`src/rtl/nsa_pkg.sv`:
```
// Shared constants and FSM state type for the nibble-serial adder.
package nsa_pkg;

  localparam int unsigned NIB_W = 4;

  typedef enum logic [1:0] {
    IDLE = 2'd0,
    RUN  = 2'd1,
    DONE = 2'd2
  } nsa_state_e;

endpackage

```
`src/rtl/nsa_slice.sv`:
```
// Combinational 4-bit add slice with carry-in and carry-out.
// Ports: a, b (NIB_W-bit addends), cin; sum (NIB_W-bit), cout.
module nsa_slice
  import nsa_pkg::*;
(
  input  logic [NIB_W-1:0] a,
  input  logic [NIB_W-1:0] b,
  input  logic             cin,
  output logic [NIB_W-1:0] sum,
  output logic             cout
);

  // 5-bit internal result {cout,sum}
  always_comb begin
    {cout, sum} = (NIB_W+1)'(a) + (NIB_W+1)'(b) + (NIB_W+1)'(cin);
  end

endmodule

```
`src/rtl/nibble_serial_add.sv`:
```
// Multi-word adder: accepts A, B, cin on a valid/ready handshake, adds one
// nibble per clock through a single time-shared nsa_slice (LSB first), and
// returns sum/carry-out on a second valid/ready handshake.
// Ports: clk, rst (sync, active-high); in_valid/in_ready/in_a/in_b/in_cin;
//        out_valid/out_ready/out_sum/out_cout; busy (RUN or DONE);
//        out_ovf (signed overflow) only when NSA_OVF_EN is defined.
module nibble_serial_add
  import nsa_pkg::*;
#(
  parameter int unsigned WORDS = 4
) (
  input  logic                   clk,
  input  logic                   rst,
  input  logic                   in_valid,
  output logic                   in_ready,
  input  logic [NIB_W*WORDS-1:0] in_a,
  input  logic [NIB_W*WORDS-1:0] in_b,
  input  logic                   in_cin,
  output logic                   out_valid,
  input  logic                   out_ready,
  output logic [NIB_W*WORDS-1:0] out_sum,
  output logic                   out_cout,
  output logic                   busy
`ifdef NSA_OVF_EN
  ,
  output logic                   out_ovf
`endif
);

  localparam int unsigned OP_W  = NIB_W * WORDS;
  localparam int unsigned IDX_W = (WORDS > 1) ? $clog2(WORDS) : 1;

  nsa_state_e        state_q, state_d;
  logic [OP_W-1:0]   a_q, a_d, b_q, b_d, result_q, result_d;
  logic              carry_q, carry_d;
  logic [IDX_W-1:0]  idx_q, idx_d;
  logic              in_ready_q, in_ready_d;
  logic              out_valid_q, out_valid_d;
  logic              busy_q, busy_d;
  logic              ovf_q, ovf_d;

  logic [NIB_W-1:0]  slice_a, slice_b, slice_sum;
  logic              slice_cout;

  assign slice_a = a_q[NIB_W*idx_q +: NIB_W];
  assign slice_b = b_q[NIB_W*idx_q +: NIB_W];

  nsa_slice u_slice (
    .a    (slice_a),
    .b    (slice_b),
    .cin  (carry_q),
    .sum  (slice_sum),
    .cout (slice_cout)
  );

  // Next-state and datapath update
  always_comb begin
    state_d  = state_q;
    a_d      = a_q;
    b_d      = b_q;
    result_d = result_q;
    carry_d  = carry_q;
    idx_d    = idx_q;
    ovf_d    = ovf_q;
    case (state_q)
      IDLE: begin
        if (in_valid && in_ready_q) begin
          a_d      = in_a;
          b_d      = in_b;
          carry_d  = in_cin;
          idx_d    = '0;
          result_d = '0;
          ovf_d    = 1'b0;
          state_d  = RUN;
        end
      end
      RUN: begin
        result_d[NIB_W*idx_q +: NIB_W] = slice_sum;
        carry_d = slice_cout;
        if (idx_q == IDX_W'(WORDS-1)) begin
          // Signed overflow: like-signed operands producing a differently signed sum
          ovf_d   = (a_q[OP_W-1] == b_q[OP_W-1]) && (slice_sum[NIB_W-1] != a_q[OP_W-1]);
          state_d = DONE;
        end else begin
          idx_d = idx_q + IDX_W'(1);
        end
      end
      DONE: begin
        if (out_ready) begin
          result_d = '0;
          carry_d  = 1'b0;
          ovf_d    = 1'b0;
          idx_d    = '0;
          state_d  = IDLE;
        end
      end
      default: state_d = IDLE;
    endcase
    in_ready_d  = (state_d == IDLE);
    out_valid_d = (state_d == DONE);
    busy_d      = (state_d != IDLE);
  end

  always_ff @(posedge clk) begin
    if (rst) begin
      state_q     <= IDLE;
      a_q         <= '0;
      b_q         <= '0;
      result_q    <= '0;
      carry_q     <= 1'b0;
      idx_q       <= '0;
      ovf_q       <= 1'b0;
      in_ready_q  <= 1'b1;
      out_valid_q <= 1'b0;
      busy_q      <= 1'b0;
    end else begin
      state_q     <= state_d;
      a_q         <= a_d;
      b_q         <= b_d;
      result_q    <= result_d;
      carry_q     <= carry_d;
      idx_q       <= idx_d;
      ovf_q       <= ovf_d;
      in_ready_q  <= in_ready_d;
      out_valid_q <= out_valid_d;
      busy_q      <= busy_d;
    end
  end

  assign in_ready  = in_ready_q;
  assign out_valid = out_valid_q;
  assign busy      = busy_q;
  assign out_sum   = result_q;
  assign out_cout  = carry_q;

`ifdef NSA_OVF_EN
  assign out_ovf = ovf_q;
`else
  logic unused_ovf;
  assign unused_ovf = ovf_q;
`endif

endmodule

```
`config.mk`:
```
export PLATFORM = sky130hd
export DESIGN_NAME = nibble_serial_add
export DESIGN_NICKNAME = d
export VERILOG_FILES = /design/src/rtl/nsa_pkg.sv /design/src/rtl/nsa_slice.sv /design/src/rtl/nibble_serial_add.sv
export SDC_FILE = /design/constraint.sdc
export NUM_CORES = 1
export LEC_CHECK = 0
export ABC_AREA = 1
export CAP_MARGIN = 20
export CORE_MARGIN = 5
export CORE_UTILIZATION = 62
export DETAILED_ROUTE_END_ITERATION = 12
export DONT_BUFFER_PORTS = 1
export GPL_ROUTABILITY_DRIVEN = 0
export PLACE_DENSITY_LB_ADDON = 0.2
export SLEW_MARGIN = 10
export SYNTH_ARGS = -nofsm -noshare
export SYNTH_HDL_FRONTEND = slang
export SYNTH_SLANG_ARGS = --single-unit
```
`constraint.sdc`:
```
create_clock -name clk -period 3.2 [get_ports clk]
set_input_delay 0.64 -clock clk [delete_from_list [all_inputs] [get_ports clk]]
set_output_delay 0.64 -clock clk [all_outputs]
set_load 0.02 [all_outputs]
```
==> impl_metrics.csv <==
group,metric,value,unit
outcome,status,"finished, final reports clean",
synthesis,yosys-top-cells-count,"nand2_1, dfxtp_1, a21oi_1",
clock_network,clk_pin_slew,0.09,ns
clock_network,postCtsResizedCells,0,
clock_network,cts.sinks,56,
route,vias,2273,
synthesis,synth_edf_count,0,
synthesis,synth_top_area_share,42.0,%
synthesis,synth_top_area_cell,"dfxtp_1",
worst_setup_path,crit_slowest_cell,"dfxtp_1",
route,wl,5640,µm
placement,dp_slack,0.738,ns
worst_setup_path,path_max_fanout,12,
floorplan,die_h,75.6,µm
final_layout,final_cells,401,
final_layout,layout.nets,401,
global_route,grt_pass1_vias,2144,
flow_run,max_cap_viol_count,0,
synthesis,ys_ff_latch,56,
route,antenna_left,0,
synthesis,netlist_area,2670,µm²
clock_network,cts_setup_buffers,0,
timing,slew_violations,0,
global_route,overflow,0,
route,vias_per_cell,5.67,
floorplan,die_width,75.6,µm
route,drtPass1Iterations,4,
floorplan,coreArea,4090,µm²
worst_setup_path,reg2reg_slack,0.72,ns
timing,post-route-period-util,77.4,%
synthesis,netlist_instances,359,
timing,skew,0.00782,ns
final_layout,multi_input_area,1350,µm²
power,p_seq_share,46.1,%
final_layout,fill_cells,377,
timing,final-setup-viol-count,0,
worst_setup_path,slowest_delay,0.40,ns
final_layout,postLayoutCoreUtil,67.9,%
worst_setup_path,crit_type,"reg2reg",
worst_setup_path,crit_chain,"inv_1 -> o21ai_0 -> o22ai_1 -> fa_1 -> inv_1 -> fa_1 -> xnor2_1 -> nand2_1 -> nor2_1 -> nand2_1 -> a21oi_1",
synthesis,synth_area_leaders,"dfxtp_1, nand2_1, a21oi_1",
power,powerDensity,625,nW/µm²
power,leakage,0.00109,µW
timing,fin_crit,2.48,ns
route,wl_per_cell,14.1,µm
power,switching_share,33.7,%
timing,worstMarginPinSlew,0.457,ns
worst_hold_path,hold_path_class,"in2reg",
final_layout,fin_area,2770,µm²
final_layout,n_antenna_cell,0,
placement,placed_area,2670,µm²
floorplan,start_util,65.3,%
route,initialDrtViolationCount,192,
placement,numPortBuffers,0,
final_layout,syn2layout_area_growth,3.99,%
synthesis,yosys_warnings,0,
clock_network,hold_buffers,0,
global_route,grt_antenna_before_repair,0,
clock_network,cts_root_buffer,"clkbuf_8",
power,power.switching,584,µW
worst_setup_path,cp.arrival,2.71,ns
synthesis,ys_seq_area_share,42.0,%
timing,hold_violations,0,
floorplan,rows,23,
timing,relSlewSlack,69.5,%
clock_network,clock_latency,0.30,ns
worst_setup_path,crit_required,3.44,ns
final_layout,layout-drive-gt1-share,6.84,%
clock_network,htree_levels,2,
timing,fmax,0.404,GHz
worst_setup_path,critPathCaptureType,"flip-flop",
final_layout,regArea,1120,µm²
global_route,grt.total_usage,21.0,%
synthesis,synth-async-reset-ratio,0,%
clock_network,cts_made_buffers,5,
global_route,grt_pass1_wl,9510,µm
power,pwr-share-clk,25.8,%
power,p_int,1150,µW
timing,rsz0062_at_grt,"no",
global_route,grt_max_degree,49,
clock_network,clockBufferDepth,2,
placement,hpwl,4180,µm
synthesis,yosysMostFrequentCell,"nand2_1",
synthesis,syn_nets,410,
route,drc,0,
power,p_comb_share,28.0,%
synthesis,syn_area_per_cell,7.43,µm²
timing,tns,0,ns
power,ir_drop,385,µV
worst_setup_path,crit_path_start_kind,"flip-flop",
timing,finalWorstSetupSlack,0.724,ns
synthesis,synthFlopType,"dfxtp_1",
floorplan,die_area,5710,µm²
clock_network,tritoncts,"yes",
floorplan,ios,57,
synthesis,synthDistinctLibCells,31,
placement,placed_cells,393,
==> metal layers <==
metal	vias to the layer above	global-route usage (%)	wire length, µm
met2	72	34.4	2620
met1	1024	28.1	2600
li1	1167	-	-
met4	0	5.83	73
met5	-	0	0
met3	10	4.49	343
==> cell type report <==
class                      instances  share of cell area [%]
tap                               50                    2.26
multi-input combinational        256                    48.6
inverter                          27                    3.74
clock inverter                     2                    1.26
sequential                        56                    40.4
clock buffer                       6                    2.62
timing repair buffer               4                    1.08
==> worst max-delay path: cells and delay by family (launching register included) <==
| kind | cells | cell delay [ns] |
|---|---|---|
| compound gates | 3 | 0.46 |
| xor+xnor | 1 | 0.30 |
| fa+ha+maj | 2 | 0.62 |
| buf+inv | 2 | 0.36 |
| flops | 1 | 0.40 |
| simple gates | 3 | 0.27 |
==> power groups by stage <==
stage               clock network (µW)  logic (µW)  registers (µW)
floorplan                            0         406             805
global placement                     0         469             817
detailed placement                   0         483             817
CTS                                460         486             800
global route                       493         560             807
finish                             448         486             800
==> kinds of logic (layout without fill, tap and decap cells) <==
kind of cell / count (synthesis) / count (layout) / synth area share, %
XOR/XNOR: 1 / 1 / 0.328
AO/OA/AOI/OAI: 85 / 85 / 16.7
flip-flops: 56 / 56 / 42.0
adder cells (fa/ha/maj): 14 / 14 / 7.13
AND/OR/NAND/NOR: 156 / 156 / 26.4
buffers and inverters: 47 / 39 / 7.41
==> final timing paths <==
check	startpoint	endpoint	cells past startpoint
min reg2reg	a_q[1]$_SDFFE_PP0P_	a_q[1]$_SDFFE_PP0P_	2
min	rst	a_q[13]$_SDFFE_PP0P_	1
max reg2reg	idx_q[1]$_SDFFE_PP0P_	out_sum[14]$_SDFFE_PP0P_	11
max	idx_q[1]$_SDFFE_PP0P_	out_sum[14]$_SDFFE_PP0P_	11
==> state kept, by name, indices dropped and copies added (netlist names) <==
name / flops
a_q: 16
b_q: 16
out_sum: 16
idx_q: 2
state_q: 2
busy: 1
in_ready: 1
out_cout: 1
out_valid: 1
==> cell usage in the layout, fill, tap and decap left out <==
cell	n
clkinv_2	1
nand3_4	1
nor3_1	1
clkinv_1	1
dfxtp_1	56
nor2_1	23
a21o_1	1
nand2_4	3
bufinv_16	1
nand2_2	1
or2_2	1
nor2_2	2
a21oi_1	55
ha_1	12
inv_1	24
clkbuf_8	5
inv_2	1
xnor2_1	1
o21ai_0	18
nand4_1	3
nor2_4	1
or2_4	1
nand3_1	40
o22ai_1	6
a21oi_2	1
buf_4	4
inv_4	1
nand2_1	79
clkbuf_1	1
fa_1	2
o21ai_1	2
a32oi_1	2
==> metrics by stage <==
step,hold slack (ns),power [µW]
after detailed placement,0.445,1300
after CTS,0.385,1750
after global placement,0.445,1290
final,0.397,1730
after global routing,0.374,1860
after floorplan,0.430,1210
Power figures use the tool's default switching activity.
